**src/rtl/fl_mode_reg_if.sv**
```systemverilog
// Control and data bundle for fl_mode_reg: load sources, mode controls and register outputs.
interface fl_mode_reg_if #(
   parameter int unsigned WIDTH  = 8,
   parameter int unsigned NUM_IN = 2,
   parameter int unsigned SEL_W  = 1
);
   logic                      SP;
   logic                      PS;
   logic [1:0]                MODE;
   logic [SEL_W-1:0]          SEL;
   logic [NUM_IN*WIDTH-1:0]   D;
   logic                      DIR;
   logic                      SI;
   logic [WIDTH-1:0]          Q;
   logic                      SO;
   logic                      TC;

   modport master (
      output SP, PS, MODE, SEL, D, DIR, SI,
      input  Q, SO, TC
   );

   modport slave (
      input  SP, PS, MODE, SEL, D, DIR, SI,
      output Q, SO, TC
   );
endinterface

```
**src/rtl/fl_mode_reg.sv**
```systemverilog
// Multi-source register with clock enable, preset, shift and up/down count (wrap or saturate).
// Priority per edge: reset > preset > enable > mode.
module fl_mode_reg #(
   parameter int unsigned     WIDTH   = 8,
   parameter int unsigned     NUM_IN  = 2,
   parameter int unsigned     SEL_W   = 1,
   parameter logic [WIDTH-1:0] RST_VAL = '0,
   parameter logic [WIDTH-1:0] PRE_VAL = '1,
   parameter bit              SAT     = 1'b0
) (
   input  logic              CK,
   input  logic              CDN,
   fl_mode_reg_if.slave      bus
);
   localparam logic [1:0] MODE_HOLD  = 2'b00;
   localparam logic [1:0] MODE_LOAD  = 2'b01;
   localparam logic [1:0] MODE_SHIFT = 2'b10;
   localparam logic [1:0] MODE_COUNT = 2'b11;

   logic [WIDTH-1:0] q_q;
   logic [WIDTH-1:0] q_d;
   logic             at_max;
   logic             at_min;

   assign at_max = &q_q;
   assign at_min = ~|q_q;

   // Next-state selection; unmatched SEL values fall through to hold.
   always_comb begin
      q_d = q_q;
      if (bus.PS) begin
         q_d = PRE_VAL;
      end else if (bus.SP) begin
         case (bus.MODE)
            MODE_HOLD: q_d = q_q;
            MODE_LOAD: begin
               for (int unsigned k = 0; k < NUM_IN; k++) begin
                  if (bus.SEL == SEL_W'(k)) q_d = bus.D[k*WIDTH +: WIDTH];
               end
            end
            MODE_SHIFT: begin
               if (bus.DIR) q_d = {bus.SI, q_q[WIDTH-1:1]};
               else         q_d = {q_q[WIDTH-2:0], bus.SI};
            end
            MODE_COUNT: begin
               if (!bus.DIR) begin
                  if (!(SAT && at_max)) q_d = q_q + WIDTH'(1);
               end else begin
                  if (!(SAT && at_min)) q_d = q_q - WIDTH'(1);
               end
            end
            default: q_d = q_q;
         endcase
      end
   end

   always_ff @(posedge CK) begin
      if (!CDN) q_q <= RST_VAL;
      else      q_q <= q_d;
   end

   assign bus.Q  = q_q;
   assign bus.SO = bus.DIR ? q_q[0] : q_q[WIDTH-1];
   assign bus.TC = bus.SP & ~bus.PS & CDN & (bus.MODE == MODE_COUNT) &
                   ((~bus.DIR & at_max) | (bus.DIR & at_min));
endmodule
```
**src/flat_wrapper.sv**
```systemverilog
// flat-port wrapper written by rule: the top's interface ports become plain ports
module fl_mode_reg_flat 
#(
   parameter int unsigned     WIDTH   = 8,
   parameter int unsigned     NUM_IN  = 2,
   parameter int unsigned     SEL_W   = 1,
   parameter logic [WIDTH-1:0] RST_VAL = '0,
   parameter logic [WIDTH-1:0] PRE_VAL = '1,
   parameter bit              SAT     = 1'b0
)
  (CK, CDN, bus_SP, bus_PS, bus_MODE, bus_SEL, bus_D, bus_DIR, bus_SI, bus_Q, bus_SO, bus_TC);
  fl_mode_reg_if #(.WIDTH(WIDTH), .NUM_IN(NUM_IN), .SEL_W(SEL_W)) bus_i ();
  input  logic CK;
  input  logic CDN;
  input wire logic [$bits(bus_i.SP)-1:0] bus_SP;
  input wire logic [$bits(bus_i.PS)-1:0] bus_PS;
  input wire logic [$bits(bus_i.MODE)-1:0] bus_MODE;
  input wire logic [$bits(bus_i.SEL)-1:0] bus_SEL;
  input wire logic [$bits(bus_i.D)-1:0] bus_D;
  input wire logic [$bits(bus_i.DIR)-1:0] bus_DIR;
  input wire logic [$bits(bus_i.SI)-1:0] bus_SI;
  output wire logic [$bits(bus_i.Q)-1:0] bus_Q;
  output wire logic [$bits(bus_i.SO)-1:0] bus_SO;
  output wire logic [$bits(bus_i.TC)-1:0] bus_TC;
  assign bus_i.SP = bus_SP;
  assign bus_i.PS = bus_PS;
  assign bus_i.MODE = bus_MODE;
  assign bus_i.SEL = bus_SEL;
  assign bus_i.D = bus_D;
  assign bus_i.DIR = bus_DIR;
  assign bus_i.SI = bus_SI;
  assign bus_Q = bus_i.Q;
  assign bus_SO = bus_i.SO;
  assign bus_TC = bus_i.TC;
  fl_mode_reg #(.WIDTH(WIDTH), .NUM_IN(NUM_IN), .SEL_W(SEL_W), .RST_VAL(RST_VAL), .PRE_VAL(PRE_VAL), .SAT(SAT)) u_core (.CK(CK), .CDN(CDN), .bus(bus_i));
endmodule
```
**config.mk**
```make
export PLATFORM = sky130hd
export DESIGN_NAME = fl_mode_reg_flat
export DESIGN_NICKNAME = d
export VERILOG_FILES = /design/src/rtl/fl_mode_reg_if.sv /design/src/rtl/fl_mode_reg.sv /design/src/flat_wrapper.sv
export SDC_FILE = /design/constraint.sdc
export NUM_CORES = 1
export LEC_CHECK = 0
export CAP_MARGIN = 15
export CORE_MARGIN = 5
export CORE_UTILIZATION = 60
export CTS_CLUSTER_DIAMETER = 200
export DETAILED_ROUTE_END_ITERATION = 7
export DONT_BUFFER_PORTS = 1
export GPL_TIMING_DRIVEN = 1
export HOLD_SLACK_MARGIN = 0.02
export PLACE_DENSITY = 0.76
export SKIP_CTS_REPAIR_TIMING = 1
export SYNTH_ARGS = -nofsm -noshare
export SYNTH_HDL_FRONTEND = slang
export SYNTH_SLANG_ARGS = --single-unit
```
**constraint.sdc**
```tcl
create_clock -name CK -period 3.3 [get_ports CK]
set_input_delay 0.33 -clock CK [delete_from_list [all_inputs] [get_ports CK]]
set_output_delay 0.33 -clock CK [all_outputs]
set_load 0.02 [all_outputs]
```
## Word level (Yosys, flattened, before mapping)

Cells that the tools add are included.

- Add/subtract/negate cells: 2
- Eq/ne operators: 4
- Mux-type cells: 7
- Bitwise gates (word level): 9
- Reductions and logical operators: 6

Operator list:

| operator | number |
|---|---|
| $mux W8 | 5 |
| $pmux W8 S3 | 1 |
| $add A8 B1 Y8 const B | 1 |
| $reduce_and A8 Y1 | 1 |
| $reduce_or A8 Y1 | 1 |
| $sub A8 B1 Y8 const B | 1 |
| $and A1 B1 Y1 | 6 |
| $eq A2 B2 Y1 const B | 2 |
| $eq A2 B1 Y1 const B | 1 |
| $logic_not A2 Y1 | 1 |
| $ne A2 B2 Y1 const B | 1 |
| $not A1 Y1 | 2 |
| $reduce_and A2 Y1 | 1 |
| $reduce_bool A2 Y1 | 1 |
| $logic_not A1 Y1 | 1 |
| $mux W1 | 1 |
| $or A1 B1 Y1 | 1 |

- Flip-flop bits (word level): 8
- Input bits: 25
- Output and inout port bits: 10

## Longest topological paths before layout

- Word-level depth: 5
- Mapped depth: 6

## Worst setup path before layout

No wires, ideal clock.

- Kind: flip-flop to output port
- Start: reg u_core.q_q[0], in the netlist u_core.bus.Q[0]
- End: out bus_TC
- Arrival: 1,531 ps
- Slack: 1,439 ps
- Cell stages (with the launch flop): 6
- Path buffers: 1
- Cells stage by stage: dfxtp_1 > buf_6 > nand4_1 > nor4_1 > a31oi_1 > nor3_1

- Longest elaborated chain between the ends: 5
- Elaborated cells between the ends (all ways): 7

Ends and longest elaborated chain:

| element | line | source |
|---|---|---|
| start: declaration | fl_mode_reg.sv:20 | `logic [WIDTH-1:0] q_q;` |
| start signal: assignment | fl_mode_reg.sv:59 | `else q_q <= q_d;` |
| $reduce_or A8 Y1 | fl_mode_reg.sv:26 | `assign at_min = ~\|q_q;` |
| $logic_not A1 Y1 | fl_mode_reg.sv:26 |  |
| $and A1 B1 Y1 | fl_mode_reg.sv:65 | `((~bus.DIR & at_max) \| (bus.DIR & at_min));` |
| $or A1 B1 Y1 * | fl_mode_reg.sv:65 |  |
| $and A1 B1 Y1 * | fl_mode_reg.sv:64 | `assign bus.TC = bus.SP & ~bus.PS & CDN & (bus.MODE == MODE_COUNT) &` |
| end: declaration | flat_wrapper.sv:24 | `output wire logic [$bits(bus_i.TC)-1:0] bus_TC;` |

Every way passes the cells marked *; elsewhere a longest branch is shown, timed or not.

## Final worst setup path

Ends and elaborated chain as after synthesis.

==> run summary <==
die area = 0.00250 sq mm
met3 Use GR = 8.43%
status = finished clean
Crit Reg-Reg Startpoint = u_core.bus.Q[0]
met1 Track Usage GR = 26.9%
Hold WC Path Type = in -> reg
Row Count = 14
Main synth FF type = dfxtp_1
Comb power frac = 35.5%
Max Cap Viol = 0
Antenna diodes = 0
GRT Residual Overflow = 0
placed cell area = 942 sq um
top cell type's share of synthesized area = 16.7%
Starting Density = 63.8%
Non-Filler Instances = 137
Switching Power = 0.134 mW
DR DRC count = 0
IR drop worst, VDD = 0.238 mV
synthesized cell area = 961 sq um
Leak = 0.404 nW
vias in the first global route = 909
HPWL after detailed placement = 1850 microns
WL final = 2400 microns
ranking of synthesized cells by area = dfxtp_1 (17%), mux2i_1 (13%), ha_1 (7.8%)
total CTS buffers = 3
hold path endpoint = u_core.bus.Q[4]
Seq cells post-synth = 8
Fillers = 136
largest net degree at the start of global routing = 20
wire length per cell = 17.5 microns
Worst Tran Pin Value = 679 ps
Area growth syn-to-layout = 0.391%
area of the multi-input gates = 758 sq um
die width = 50.0 microns
Setup TNS Final = 0 ps
Core Area = 0.00151 sq mm
antenna viol nets, final = 0
Clock Sinks = 8
Max-slew headroom = 54.4%
post-synthesis sequential area ratio = 16.7%
Nets = 155
Ports = 35
CP Data Arrival Time = 2000 ps
endpoints failing setup = 0
Synthesis Warnings = 0
unrepaired setup endpoints after global routing = false
H-tree depth = 1
initial drt markers = 23
GRT Max-Usage Layer = met2
M2 GR Usage = 33.5%
Worst setup EP type = primary output
max-slew violation count = 0
number of enable flip-flop cells after synthesis = 0
reg-to-reg slack, setup = 1270 ps
Via Count = 933
Final period util = 70.5%
vias per inst = 6.81
Clock Pin Slew Worst Setup and Hold Paths = 60 ps
Flop pwr share = 40.5%
worst hold path depth = 2
R2R cell count = 6
Unique masters post-synth = 43
syn avg cell area = 7.81 sq um
final setup skew = 2.60 ps
cell count after synthesis = 123
Pwr Density = 356 mW/mm^2
Power Internal = 0.210 mW
clk_lat worst skew = 270 ps
CP Data Required Time = 2970 ps
Finished Cell Area = 965 sq um
CTS max path bufs = 2
CP Max Fanout = 10
global-route wire length before repair = 4290 microns
max FFs per register = 8
Final GP Congestion = 0.805
share of flip-flops with an asynchronous set or reset = 0%
CTS tree = built
syn nets = 155
dpl cells = 134
Setup Crit Path Kind = reg -> out
CP Launch Type = flip-flop
total track usage = 22.2%
worst hold slack = 185 ps
leading area contributor after synthesis = dfxtp_1
register area = 160 sq um
Fmax achieved = 430 MHz
root buf cell = clkbuf_4
share of cells above drive strength 1 = 6.61%
min-delay src = CDN
RR Endpoint = u_core.bus.Q[6]
TritonRoute pass-1 iters = 4
commonest non-fill, non-tap cells in the layout = mux2i_1 (12), nor2_1 (12), nand2_1 (10), o21ai_0 (9), dfxtp_1 (8)
final hold viol count = 0
Buffers on Ports = 0
Clock power frac = 24.0%
initial antenna violation count = 0
sw frac = 39.0%
Vert. Die Dim = 50.0 microns
post-route minimum period = 2330 ps
total power = 0.343 mW
==> stage by stage <==
stage	setup slack [ps]	util (%)
2_1_floorplan	1440	-
3_5_place_dp	1260	62.5
3_3_place_gp	1290	62.5
5_1_grt	805	64.0
6_report	974	64.0
4_1_cts	968	64.0
==> area by class of cell <==
| cell class | count | share of cell area (%) |
|---|---|---|
| Sequential cell | 8 | 16.6 |
| Tap cell | 16 | 2.08 |
| Clock buffer | 3 | 2.33 |
| Inverter | 1 | 0.389 |
| Multi-Input combinational cell | 109 | 78.6 |
==> cells in the mapped netlist, types with 2 or more instances <==
| cell | number |
|---|---|
| mux2i_1 | 12 |
| nor2_1 | 12 |
| nand2_1 | 10 |
| o21ai_0 | 9 |
| dfxtp_1 | 8 |
| a21oi_1 | 7 |
| ha_1 | 6 |
| o22ai_1 | 5 |
| a211oi_1 | 4 |
| nor2b_1 | 4 |
| nand2b_1 | 3 |
| o21ai_1 | 3 |
| a211o_1 | 2 |
| buf_6 | 2 |
| nand3_1 | 2 |
| nor4_1 | 2 |
| o211ai_1 | 2 |
| o21a_1 | 2 |
| o31ai_1 | 2 |
| xnor2_1 | 2 |
| xor2_1 | 2 |
==> per-layer routing <==
metal	wire (microns)	share of wire [%]
met1	955	40
met4	46	1.9
met5	0	0
met2	1200	50
met3	193	8.1
==> worst max-delay path by stage <==
stage / from / endpoint / slack, ps / cells past startpoint
6_report: u_core.bus.Q[0] / bus_TC / 970 / 4
5_1_grt: u_core.bus.Q[0] / bus_TC / 810 / 4
4_1_cts: u_core.bus.Q[0] / bus_TC / 970 / 4
3_5_place_dp: u_core.bus.Q[0] / bus_TC / 1260 / 4
3_3_place_gp: u_core.bus.Q[0] / bus_TC / 1290 / 4
2_1_floorplan: u_core.bus.Q[0] / bus_TC / 1440 / 5
==> worst max-delay path, stage by stage (launching register included) <==
cell     delay [ps]
dfxtp_1         670
nand4_1         150
nor4_1          250
a31oi_1          70
nor3_1          590
==> cell families after synthesis <==
family,synth area share [%]
AO/OA/AOI/OAI,31.4
flip-flops,16.7
multiplexers,13.7
buffers and inverters,4.43
XOR/XNOR,3.65
adder cells (fa/ha/maj),9.90
AND/OR/NAND/NOR,20.3
==> power groups by stage <==
stage	logic, mW	clock network [mW]	registers [mW]
after global routing	0.140	0.0908	0.141
after CTS	0.123	0.0827	0.139
after floorplan	0.116	0	0.133
final	0.122	0.0825	0.139
after detailed placement	0.122	0	0.141
after global placement	0.120	0	0.141
(Power assumes the default switching activity.)
